**config.mk**
```make
export PLATFORM = sky130hd
export DESIGN_NAME = reg2_split
export DESIGN_NICKNAME = d
export VERILOG_FILES = /design/src/rtl/reg2_split_pkg.sv /design/src/rtl/reg2_split_fifo.sv /design/src/rtl/reg2_split.sv
export SDC_FILE = /design/constraint.sdc
export NUM_CORES = 1
export LEC_CHECK = 0
export CAP_MARGIN = 0
export CORE_MARGIN = 5
export CORE_UTILIZATION = 35
export DETAILED_ROUTE_END_ITERATION = 10
export GPL_TIMING_DRIVEN = 1
export SYNTH_ARGS = -nofsm -noshare
export SYNTH_HDL_FRONTEND = slang
export SYNTH_SLANG_ARGS = --single-unit
```
**constraint.sdc**
```tcl
create_clock -name clk -period 2.1 [get_ports clk]
set_clock_uncertainty 0.15 [all_clocks]
set_input_delay 0.42 -clock clk [delete_from_list [all_inputs] [get_ports clk]]
set_output_delay 0.42 -clock clk [all_outputs]
set_load 0.02 [all_outputs]
```
**src/rtl/reg2_split_pkg.sv**
```systemverilog
// Shared constants for the two-port steering queue: default sizes and
// the destination-select encodings.
package reg2_split_pkg;

    localparam int WIDTH_DEF = 8;
    localparam int DEPTH_DEF = 2;

    localparam logic SEL_PORT1 = 1'b0;
    localparam logic SEL_PORT2 = 1'b1;

endpackage

```
**src/rtl/reg2_split_fifo.sv**
```systemverilog
// Single-clock FIFO used once per output port. The head entry is read
// straight out of registered storage, so there is no input-to-output path.
module split_fifo #(
    parameter int WIDTH = 8,
    parameter int DEPTH = 2
) (
    input  logic                       clk,
    input  logic                       rst_n,
    input  logic                       i_push,
    input  logic [WIDTH-1:0]           i_data,
    input  logic                       i_pop,
    output logic                       o_full,
    output logic                       o_empty,
    output logic [$clog2(DEPTH):0]     o_count,
    output logic [WIDTH-1:0]           o_head
);

    localparam int AW = $clog2(DEPTH);
    localparam int CW = AW + 1;
    localparam logic [AW-1:0] PTR_ONE = AW'(1);
    localparam logic [CW-1:0] CNT_ONE = CW'(1);
    localparam logic [CW-1:0] CNT_MAX = CW'(DEPTH);

    logic [WIDTH-1:0] r_mem [DEPTH];
    logic [AW-1:0]    r_wr_ptr;
    logic [AW-1:0]    r_rd_ptr;
    logic [CW-1:0]    r_count;

    logic w_do_push;
    logic w_do_pop;

    // A push into a full queue or a pop from an empty one is dropped here,
    // which keeps the count inside 0..DEPTH whatever the caller does.
    assign w_do_push = i_push && (r_count != CNT_MAX);
    assign w_do_pop  = i_pop  && (r_count != {CW{1'b0}});

    // Storage write; contents are deliberately left unreset.
    always_ff @(posedge clk) begin
        if (w_do_push) begin
            r_mem[r_wr_ptr] <= i_data;
        end
    end

    // Pointer and occupancy update with synchronous active-low reset.
    always_ff @(posedge clk) begin
        if (!rst_n) begin
            r_wr_ptr <= {AW{1'b0}};
            r_rd_ptr <= {AW{1'b0}};
            r_count  <= {CW{1'b0}};
        end else begin
            if (w_do_push) begin
                r_wr_ptr <= r_wr_ptr + PTR_ONE;
            end
            if (w_do_pop) begin
                r_rd_ptr <= r_rd_ptr + PTR_ONE;
            end
            case ({w_do_push, w_do_pop})
                2'b10:   r_count <= r_count + CNT_ONE;
                2'b01:   r_count <= r_count - CNT_ONE;
                default: r_count <= r_count;
            endcase
        end
    end

    assign o_full  = (r_count == CNT_MAX);
    assign o_empty = (r_count == {CW{1'b0}});
    assign o_count = r_count;
    assign o_head  = r_mem[r_rd_ptr];

endmodule

```
**src/rtl/reg2_split.sv**
```systemverilog
// Steers each accepted input word into one of two independent FIFOs;
// a full destination only stalls traffic aimed at that destination.
module reg2_split
    import reg2_split_pkg::*;
#(
    parameter int WIDTH = WIDTH_DEF,
    parameter int DEPTH = DEPTH_DEF
) (
    input  logic                       clk,
    input  logic                       rst_n,
    input  logic                       in_valid,
    output logic                       in_ready,
    input  logic [WIDTH-1:0]           in_data,
    input  logic                       in_sel,
    output logic                       out1_valid,
    input  logic                       out1_ready,
    output logic [WIDTH-1:0]           out1_data,
    output logic                       out2_valid,
    input  logic                       out2_ready,
    output logic [WIDTH-1:0]           out2_data,
    output logic [$clog2(DEPTH):0]     cnt1,
    output logic [$clog2(DEPTH):0]     cnt2
);

    logic w_full1;
    logic w_full2;
    logic w_empty1;
    logic w_empty2;
    logic w_accept;
    logic w_push1;
    logic w_push2;
    logic w_pop1;
    logic w_pop2;

    // Readiness looks only at the fill level, never at a same-cycle pop.
    assign in_ready = (in_sel == SEL_PORT2) ? !w_full2 : !w_full1;
    assign w_accept = in_valid && in_ready;
    assign w_push1  = w_accept && (in_sel == SEL_PORT1);
    assign w_push2  = w_accept && (in_sel == SEL_PORT2);

    assign out1_valid = !w_empty1;
    assign out2_valid = !w_empty2;
    assign w_pop1     = out1_valid && out1_ready;
    assign w_pop2     = out2_valid && out2_ready;

    split_fifo #(
        .WIDTH (WIDTH),
        .DEPTH (DEPTH)
    ) u_fifo1 (
        .clk     (clk),
        .rst_n   (rst_n),
        .i_push  (w_push1),
        .i_data  (in_data),
        .i_pop   (w_pop1),
        .o_full  (w_full1),
        .o_empty (w_empty1),
        .o_count (cnt1),
        .o_head  (out1_data)
    );

    split_fifo #(
        .WIDTH (WIDTH),
        .DEPTH (DEPTH)
    ) u_fifo2 (
        .clk     (clk),
        .rst_n   (rst_n),
        .i_push  (w_push2),
        .i_data  (in_data),
        .i_pop   (w_pop2),
        .o_full  (w_full2),
        .o_empty (w_empty2),
        .o_count (cnt2),
        .o_head  (out2_data)
    );

endmodule

```
Yosys cells after proc, flatten, opt, wreduce, memory -nomap -nowiden

Memory sizes are Yosys's and may differ from the RTL's. A register that Yosys moved wholly into a read port is not among the register bits.
Cells that the tools add are included.

Register bits: 8
Bits in writable memories: 32
Input bits: 14
Word-level logic and storage cells: 55
Memories: 2

Memory list:

| name          | words | width | read ports | clocked after memory_dff | write ports | RTL line              | RTL |
|---|---|---|---|---|---|---|---|
| u_fifo1.r_mem | 2     | 8     | 1          | 1                        | 1           | reg2_split_fifo.sv:24 | `logic [WIDTH-1:0] r_mem [DEPTH];` |
| u_fifo2.r_mem | 2     | 8     | 1          | 1                        | 1           | reg2_split_fifo.sv:24 |  |

$add $sub $neg: 8
Equality and inequality tests: 8
Mux-type cells: 11
Bitwise gates (word level): 1
Reduce and logical (&&, ||, !) cells: 19

Operator list:

| kind                                                               | count |
|---|---|
| 1-bit logical AND                                                  | 9 |
| 1-bit two-way mux                                                  | 9 |
| 2-bit == test, second input constant                               | 4 |
| 2-bit case mux with 2 select lines                                 | 2 |
| 2-bit nonzero test                                                 | 4 |
| 1-bit adder, second input constant                                 | 4 |
| 2-bit by 1-bit adder with 2-bit output, second input constant      | 2 |
| 2-bit by 1-bit == test with 1-bit output, second input constant    | 2 |
| 1-bit logical NOT                                                  | 4 |
| 2-bit logical NOT                                                  | 2 |
| 2-bit != test, second input constant                               | 2 |
| 2-bit by 1-bit subtractor with 2-bit output, second input constant | 2 |
| 1-bit NOT                                                          | 1 |

Logic depth before layout (Yosys ltp)

Gate-level depths: netlist of the first run.

Word-level depth: 8
Depth in mapped cells: 6
Depth with buffers taken out: 6

Hierarchy

From an unflattened synthesis of the first run, not the netlist that was laid out.

Cells, all modules: 109
Area total of the unflattened synthesis: 1667.8 sq um

By module, submodules not included:

| module     | instances | cells an instance | area an instance (sq um) | seq. area each (sq um) |
|---|---|---|---|---|
| split_fifo | 2         | 51                | 810.8                    | 580.6 |
| reg2_split | 1         | 7                 | 46.3                     | 0.0 |

Worst setup path before layout of the first run

OpenSTA, ideal clock, no wires.

Path type: reg2reg
Start: register u_fifo2.r_count[0] (netlist: u_fifo2.o_count[0])
End: register u_fifo2.r_count[1] (netlist: u_fifo2.o_count[1])
Setup time: 0.072 ns
Arrival time: 1.700 ns
Required time: 1.878 ns
Slack: 0.177 ns
Stages on the path, launching flop included: 6
Buffers on the path: 0
Path through: dfxtp_1 nor2b_1 or2_2 ha_1 or3_1 a21oi_1

Cells in the longest elaborated chain, start to end: 8
Elaborated cells between the ends (all ways): 18
Those cells by class: add/sub: 2; eq/ne: 4; mux: 2; reduce/logical: 10

RTL lines:

| item                                                                             | RTL line              | RTL |
|---|---|---|
| start: declaration                                                               | reg2_split_fifo.sv:27 | `logic [CW-1:0] r_count;` |
| start signal: assignment                                                         | reg2_split_fifo.sv:49 | `r_count <= {CW{1'b0}};` |
| start signal: assignment                                                         | reg2_split_fifo.sv:58 | `2'b10: r_count <= r_count + CNT_ONE;` |
| start signal: assignment                                                         | reg2_split_fifo.sv:59 | `2'b01: r_count <= r_count - CNT_ONE;` |
| 2-bit == test                                                                    | reg2_split_fifo.sv:65 | `assign o_full = (r_count == CNT_MAX);` |
| 1-bit logical NOT                                                                | reg2_split.sv:36      | `assign in_ready = (in_sel == SEL_PORT2) ? !w_full2 : !w_full1;` |
| 1-bit two-way mux                                                                | reg2_split.sv:36      |  |
| 1-bit logical AND                                                                | reg2_split.sv:37      | `assign w_accept = in_valid && in_ready;` |
| 1-bit logical AND                                                                | reg2_split.sv:39      | `assign w_push2 = w_accept && (in_sel == SEL_PORT2);` |
| 1-bit logical AND                                                                | reg2_split_fifo.sv:34 | `assign w_do_push = i_push && (r_count != CNT_MAX);` |
| 2-bit by 1-bit == test with 1-bit output / 2-bit == test (equally long branches) | reg2_split_fifo.sv:57 | `case ({w_do_push, w_do_pop})` |
| 2-bit case mux with 2 select lines / 2-bit nonzero test (equally long branches)  | -                     |  |

Parallel ways exist; a longest one is shown, timed or not.
A chain may end at the register's enable or synchronous reset.

Final worst setup path of the first run

Start: input in_sel
End: register u_fifo2.r_count[1] (netlist: u_fifo2.o_count[1])

Cells in the longest elaborated chain, start to end: 6
Elaborated cells between the ends (all ways): 8
Those cells by class: eq/ne: 2; mux: 2; reduce/logical: 4

RTL lines:

| item                                                                             | RTL line              | RTL |
|---|---|---|
| start: declaration                                                               | reg2_split.sv:14      | `input logic in_sel,` |
| 1-bit two-way mux                                                                | reg2_split.sv:36      |  |
| 1-bit logical AND                                                                | reg2_split.sv:37      |  |
| 1-bit logical AND (*)                                                            | reg2_split.sv:39      |  |
| 1-bit logical AND (*)                                                            | reg2_split_fifo.sv:34 |  |
| 2-bit by 1-bit == test with 1-bit output / 2-bit == test (equally long branches) | reg2_split_fifo.sv:57 |  |
| 2-bit case mux with 2 select lines / 2-bit nonzero test (equally long branches)  | -                     |  |
| end signal: assignment                                                           | reg2_split_fifo.sv:58 |  |
| end signal: assignment                                                           | reg2_split_fifo.sv:59 |  |
| end signal: assignment                                                           | reg2_split_fifo.sv:60 | `default: r_count <= r_count;` |

Mark *: on every way between the ends. The rest lies on a longest branch, timed or not.

==> flow_metrics.py, run 1 <==
metrics = {
    "sta": {
        "tightest_slew_ns": 0.310,
        "fmax_mhz": 493,
        "period_minus_slack_ns": 2.03,
        "report.final.slew_viol_count": 0,
        "finalSetupViolCount": 0,
        "slew_headroom_pct": 79.2,
        "fin_crit_sh_pct": 96.6,
        "final_hold_viol_count": 0,
        "finalWorstSetupSlack_ns": 0.0714,
    },
    "setup_path": {
        "reg2reg_depth": 6,
        "crit_path_end_kind": "flip-flop",
        "cp.required_ns": 2.17,
        "crit_path_start_kind": "primary input",
        "critPathMaxFanout": 4,
        "criticalPathCategory": "primary input to flip-flop",
        "cp_data_arrival_time_ns": 2.10,
    },
    "clock_network": {
        "clkTransAtPathRegs_ns": 0.07,
        "cts_made_buffers": 5,
        "clk-insertion-delay-late_ns": 0.29,
        "clock_path_buffers": 2,
        "cts-root-buf": "clkbuf_8",
        "htreeDepth": 2,
        "cts_tree": "built",
        "cts.sinks": 42,
        "postCtsHoldBufs": 0,
        "post-cts-setup-buffer-count": 0,
    },
    "logic_synthesis": {
        "ys_ff_latch": 42,
        "yosys.area.top_type": "edfxtp_1",
        "synth_area_um2": 1620,
        "netlist_top_cells_area": "edfxtp_1 (59%), dfxtp_1 (12%), mux2_2 (11%), xnor2_1 (2.2%), nor2_1 (2.1%)",
        "ys_warn_count": 0,
        "yosysSeqAreaShare_pct": 71.8,
        "synthCells": 106,
        "synth_nets": 122,
        "syn_area_per_cell_um2": 15.3,
        "synthDistinctLibCells": 18,
        "yosysTopAreaCellShare_pct": 59.4,
    },
    "place": {
        "io_buffers": 36,
        "gp_congestion": 0.744,
        "place_hpwl_um": 2310,
        "placed_cells": 203,
        "place_area_um2": 2160,
        "pre_cts_slack_ns": -0.273,
    },
    "finish": {
        "fin_cells": 211,
        "fill_cells": 387,
        "drive_gt1_share_pct": 24.5,
        "multi_input_area_um2": 447,
        "diodes": 0,
        "post-route-util_pct": 51.4,
        "area_growth_pct": 40.1,
        "register_area_um2": 1160,
        "final_area_um2": 2270,
        "nNetsFinal": 174,
    },
    "route": {
        "drtIter0Drc": 103,
        "antenna_left": 0,
        "drc": 0,
        "routed_via_density": 4.67,
        "vias": 986,
        "dr.pass1.iters": 4,
        "wl_per_cell_um": 15.6,
        "drt_wl_total_um": 3290,
    },
    "run_status": {
        "status": "completed",
    },
    "floorplan": {
        "num_rows": 24,
        "pin_count": 37,
        "initial_core_util_pct": 36.6,
        "die-height_um": 78.0,
        "core-area_um2": 4410,
        "die_area_um2": 6080,
        "die_width_um": 78.0,
    },
    "grt": {
        "grt_pass1_wl_um": 5340,
        "antenna_found_initial": 0,
        "grt_max_degree": 13,
        "grt_pass1_vias": 1077,
        "grtUsageTotal_pct": 11.7,
        "overflow": 0,
    },
    "power": {
        "vdd_drop_max_mv": 0.701,
        "p_per_area_nw_per_um2": 1170,
        "leakage_nw": 0.852,
    },
    "run": {
        "cap_violations": 0,
    },
    "min_path": {
        "hold_depth": 2,
        "min-delay-path-class": "flip-flop to flip-flop",
    },
}
[worst max-delay path, stage by stage]
cell and delay (ns):
clkdlybuf4s50_1 0.51, nand2_1 0.08, or2_2 0.32, ha_4 0.17
xnor2_1 0.12, or3_1 0.33, a21oi_2 0.15
[synth_stat cells]
cell type and number:
a21oi_1 5, nand2_1 1, nand2b_1 3, xnor2_1 4
clkbuf_1 2, dfxtp_1 10, ha_1 2, nor2b_1 2
or3_1 4, clkinv_1 1, mux2_2 16, or2_2 3
o21ai_0 4, edfxtp_1 32, o21a_1 2, nor2_1 9
xor2_1 2, inv_1 4
[cell type report]
type / count / area share (%)
well taps: 52 / 2.87
multi-input cells: 57 / 19.7
repair buffers: 47 / 20.6
inverters: 5 / 0.828
clock inverters: 1 / 1.32
flip-flops and latches: 42 / 51.3
clock buffers: 7 / 3.37
[kinds of logic after synthesis]
| group | after synthesis | share of synthesized area, % |
|---|---|---|
| flip-flops | 42 | 71.8 |
| AND/OR/NAND/NOR | 22 | 6.96 |
| multiplexers | 16 | 11.1 |
| AO/OA/AOI/OAI | 11 | 3.71 |
| buffers and inverters | 7 | 1.62 |
| XOR/XNOR | 6 | 3.25 |
| adder cells (fa/ha/maj) | 2 | 1.55 |
[repair_timing]
action,in CTS,in global routing
endpoints found under the hold margin,0,0
setup endpoints to repair,17,6
gates resized for setup,17,6
[state kept, by name, indices dropped and copies added (netlist names), named ones only]
register and cells:
u_fifo2.r_rd_ptr 1, u_fifo1.r_wr_ptr 1, u_fifo2.o_count 2, u_fifo1.r_mem 16
u_fifo1.o_count 2, u_fifo2.r_wr_ptr 1, u_fifo2.r_mem 16, u_fifo1.r_rd_ptr 1
[where the power goes]
part	total [mW]	switching (mW)	leakage, nW	internal [mW]
registers	1.07	0.0667	0.376	1.00
clock network	0.611	0.256	0.0524	0.355
logic	0.964	0.472	0.423	0.492
total	2.64	0.794	0.852	1.85
[final timing paths]
| path | startpoint | slack [ns] | to |
|---|---|---|---|
| min | u_fifo1.r_wr_ptr | 0.36 | u_fifo1.r_wr_ptr |
| max reg2reg | u_fifo2.o_count[1] | 0.25 | u_fifo2.o_count[1] |
| min reg2reg | u_fifo1.r_wr_ptr | 0.36 | u_fifo1.r_wr_ptr |
| max | in_sel | 0.07 | u_fifo2.o_count[1] |
[metrics by stage]
stage	setup TNS, ns	total power, mW	hold slack (ns)
5_1_grt	-0.0281	2.80	0.387
2_1_floorplan	0	1.62	0.313
4_1_cts	0	2.66	0.355
3_3_place_gp	-1.08	2.08	0.324
6_report	0	2.64	0.356
3_5_place_dp	-1.73	2.10	0.340
[cell usage in the layout (no fill, tap or decap), types with 2 or more instances in the layout]
cell type        count
dlymetal6s2s_1       2
clkdlybuf4s50_1     17
clkbuf_8             5
buf_12               3
clkbuf_1             2
inv_1                4
o21ai_0              4
a21oi_1              4
mux2_2              16
nor2_1               9
xnor2_1              4
nand2b_1             3
or3_1                4
buf_4                7
or2_2                3
edfxtp_1            32
o21a_1               2
nor2b_1              2
dlygate4sd2_1       17
dfxtp_1              9
xor2_1               2
[routing by layer]
metal,vias to the layer above,share of wire (%),global-route usage (%)
met5,-,0,0
met4,0,1.6,4.22
met3,8,6.5,6.02
met2,32,47,17.9
met1,461,45,14.1
li1,485,-,-
No activity file was read; power rests on OpenSTA's default activity.
==> inputs of run 2 (changes only) <==
--- a/config.mk
+++ b/config.mk
@@ -5,9 +5,11 @@
 export SDC_FILE = /design/constraint.sdc
 export NUM_CORES = 1
 export LEC_CHECK = 0
+export ABC_AREA = 1
 export CAP_MARGIN = 0
 export CORE_MARGIN = 5
 export CORE_UTILIZATION = 35
+export CTS_CLUSTER_DIAMETER = 120
 export DETAILED_ROUTE_END_ITERATION = 10
 export GPL_TIMING_DRIVEN = 1
 export SYNTH_ARGS = -nofsm -noshare
==> run 2 against run 1 <==
Total power shrank 23%. Final cell count grew 9.5%. Non-clock buffer count fell by 4. Synthesized cell count increased by 22%. Register-to-register slack better by 0.22 ns. First-iteration DRC count grew 17%. Sequential share of layout area is 0.36 points lower. Critical endpoint is now out1_data[4]. Largest cell class unchanged. Largest power group unchanged.
==> flow_metrics.py, run 2 <==
metrics = {
    "setup_path": {
        "crit_chain": "buf_12, mux2_2, dlygate4sd2_1",
        "slowest_stage": "dfxtp_1",
        "r2r-end": "u_fifo1.o_count[1]",
        "crit_path_start_kind": "flip-flop",
        "cp_data_arrival_time_ns": 1.43,
        "criticalPathCategory": "flip-flop to output pin",
        "cp.required_ns": 1.53,
        "critPathMaxFanout": 8,
        "worstReg2RegStart": "u_fifo1.o_count[0]",
        "crit_path_end_kind": "output pin",
        "reg2reg_depth": 9,
        "r2r_setup_slack_ns": 0.47,
        "slowest_delay_ns": 0.36,
    },
    "power": {
        "p_switching_mw": 0.526,
        "vdd_drop_max_mv": 0.423,
        "p_comb_share_pct": 23.3,
        "pwr-share-clk_pct": 28.2,
        "total_power_mw": 2.05,
        "seq_power_share_pct": 48.5,
        "p_per_area_nw_per_um2": 897,
        "p_int_mw": 1.52,
        "leakage_nw": 0.917,
        "swShare_pct": 25.7,
    },
    "finish": {
        "final_cell_mix": "edfxtp_1 (32), nor2_1 (19), clkdlybuf4s50_1 (17)",
        "diodes": 0,
        "reg_top3": "u_fifo1.r_mem (16), u_fifo2.r_mem (16)",
        "register_area_um2": 1160,
        "multi_input_area_um2": 445,
        "final_common_cell": "edfxtp_1",
        "area_growth_pct": 36.4,
        "fill_cells": 423,
        "nNetsFinal": 193,
        "drive_gt1_share_pct": 19.8,
    },
    "clock_network": {
        "cts-root-buf": "clkbuf_8",
        "post-cts-setup-buffer-count": 0,
        "cts.sinks": 42,
        "clkTransAtPathRegs_ns": 0.07,
        "cts_made_buffers": 5,
        "cts_tree": "built",
        "clk-insertion-delay-late_ns": 0.28,
        "htreeDepth": 2,
        "clock_path_buffers": 2,
        "postCtsHoldBufs": 0,
    },
    "logic_synthesis": {
        "syn_area_per_cell_um2": 13.0,
        "yosys.area.top_type": "edfxtp_1",
        "async_flop_share_pct": 0,
        "ys_warn_count": 0,
        "synthFlopType": "edfxtp_1",
        "netlist_top_cells_count": "edfxtp_1 (32), nor2_1 (19), mux2_2 (16), nand2_1 (16), inv_1 (13)",
        "synth_area_um2": 1670,
        "synth_nets": 145,
        "synth_edf_count": 32,
        "netlist_top_cells_area": "edfxtp_1 (57%), dfxtp_1 (12%), mux2_2 (11%), nor2_1 (4.3%), nand2_1 (3.6%)",
        "yosysSeqAreaShare_pct": 69.4,
        "ys_ff_latch": 42,
        "synth_most_common_cell": "edfxtp_1",
        "synthDistinctLibCells": 17,
        "synthCells": 129,
        "yosysTopAreaCellShare_pct": 57.4,
    },
    "place": {
        "io_buffers": 36,
        "pre_cts_slack_ns": -0.189,
        "place_hpwl_um": 2280,
        "gp_congestion": 0.786,
    },
    "sta": {
        "report.final.slew_viol_count": 0,
        "fin_crit_sh_pct": 95.3,
        "tightest_slew_ns": 0.291,
        "fmax_mhz": 500,
        "slew_headroom_pct": 80.6,
        "rsz0062_at_grt": "false",
        "finalWorstSetupSlack_ns": 0.0992,
        "final_hold_viol_count": 0,
        "finalSetupViolCount": 0,
        "period_minus_slack_ns": 2.00,
    },
    "grt": {
        "overflow": 0,
        "antenna_found_initial": 0,
        "grtUsageTotal_pct": 10.8,
        "grt_pass1_vias": 1163,
        "grt_pass1_wl_um": 5180,
        "grt_max_degree": 13,
    },
    "route": {
        "wl_per_cell_um": 13.5,
        "antenna_left": 0,
        "drtIter0Drc": 121,
        "drc": 0,
        "routed_via_density": 4.68,
        "vias": 1081,
        "dr.pass1.iters": 4,
        "drt_wl_total_um": 3120,
    },
    "floorplan": {
        "die_area_um2": 6260,
        "num_rows": 25,
        "die_width_um": 79.1,
        "die-height_um": 79.1,
        "initial_core_util_pct": 35.7,
        "pin_count": 37,
        "core-area_um2": 4690,
    },
    "run_status": {
        "status": "completed",
    },
    "min_path": {
        "min-delay-path-class": "flip-flop to flip-flop",
        "hold_start": "u_fifo1.r_rd_ptr",
        "hold_depth": 2,
    },
    "run": {
        "cap_violations": 0,
    },
}
[run 2: cells by family after synthesis]
group | after synthesis | synth area share, %
AOI/OAI and AO/OA | 7 | 2.47
adders and majority gates | 2 | 1.50
buffers and inverters | 17 | 3.96
DFF | 42 | 69.4
muxes | 16 | 10.8
and+or+nand+nor | 45 | 11.9
[run 2: area by class of cell]
| class | instances | share of cell area [%] |
|---|---|---|
| clock inverters | 2 | 1.48 |
| clock buffers | 5 | 3.02 |
| flip-flops and latches | 42 | 50.9 |
| well taps | 54 | 2.96 |
| multi-input cells | 70 | 19.5 |
| inverters | 15 | 2.47 |
| repair buffers | 43 | 19.6 |
[run 2: repair_timing]
| action | 4_1_cts | 5_1_grt |
|---|---|---|
| hold endpoints to repair | 0 | 0 |
| gates cloned | 0 | 0 |
| gates resized for setup | 17 | 3 |
| setup endpoints to repair | 17 | 3 |
[run 2: how the worst max path moves through the flow]
| stage | to | slack (ns) | depth (start not counted) |
|---|---|---|---|
| 6_report | out1_data[4] | 0.1 | 3 |
| 5_1_grt | in_ready | 0.02 | 4 |
| 4_1_cts | out2_valid | 0.01 | 3 |
| 3_5_place_dp | in_ready | -0.19 | 4 |
| 3_3_place_gp | in_ready | -0.19 | 4 |
| 2_1_floorplan | in_ready | 0.45 | 4 |
[run 2: through the flow]
step	TNS (ns)	hold WS (ns)	cell area, um2	utilization (%)	cells
2_1_floorplan	0	0.301	1670	-	129
3_3_place_gp	-0.194	0.325	2190	46.7	224
3_5_place_dp	-0.210	0.326	2190	46.7	224
4_1_cts	0	0.345	2270	48.5	231
5_1_grt	0	0.366	2280	48.6	231
6_report	0	0.342	2280	48.6	231
[run 2: per-layer routing]
| metal | share of wire, % | GRT usage [%] |
|---|---|---|
| met4 | 1.2 | 4.98 |
| met5 | 0 | 0 |
| met1 | 43 | 12.2 |
| met2 | 49 | 18.9 |
| met3 | 6.5 | 2.83 |
[run 2: power groups by stage]
| stage | Sequential [mW] | Combinational, mW | Clock, mW |
|---|---|---|---|
| 5_1_grt | 0.998 | 0.521 | 0.636 |
| 3_3_place_gp | 1.01 | 0.504 | 0 |
| 6_report | 0.992 | 0.477 | 0.577 |
| 2_1_floorplan | 1.02 | 0.260 | 0 |
| 4_1_cts | 0.992 | 0.487 | 0.599 |
| 3_5_place_dp | 1.01 | 0.514 | 0 |
[run 2: worst max-delay path: cells and delay by family, from the launching register on]
kind | cells | cell delay [ns]
flip-flops | 1 | 0.36
buffers and inverters | 2 | 0.46
multiplexers | 1 | 0.34
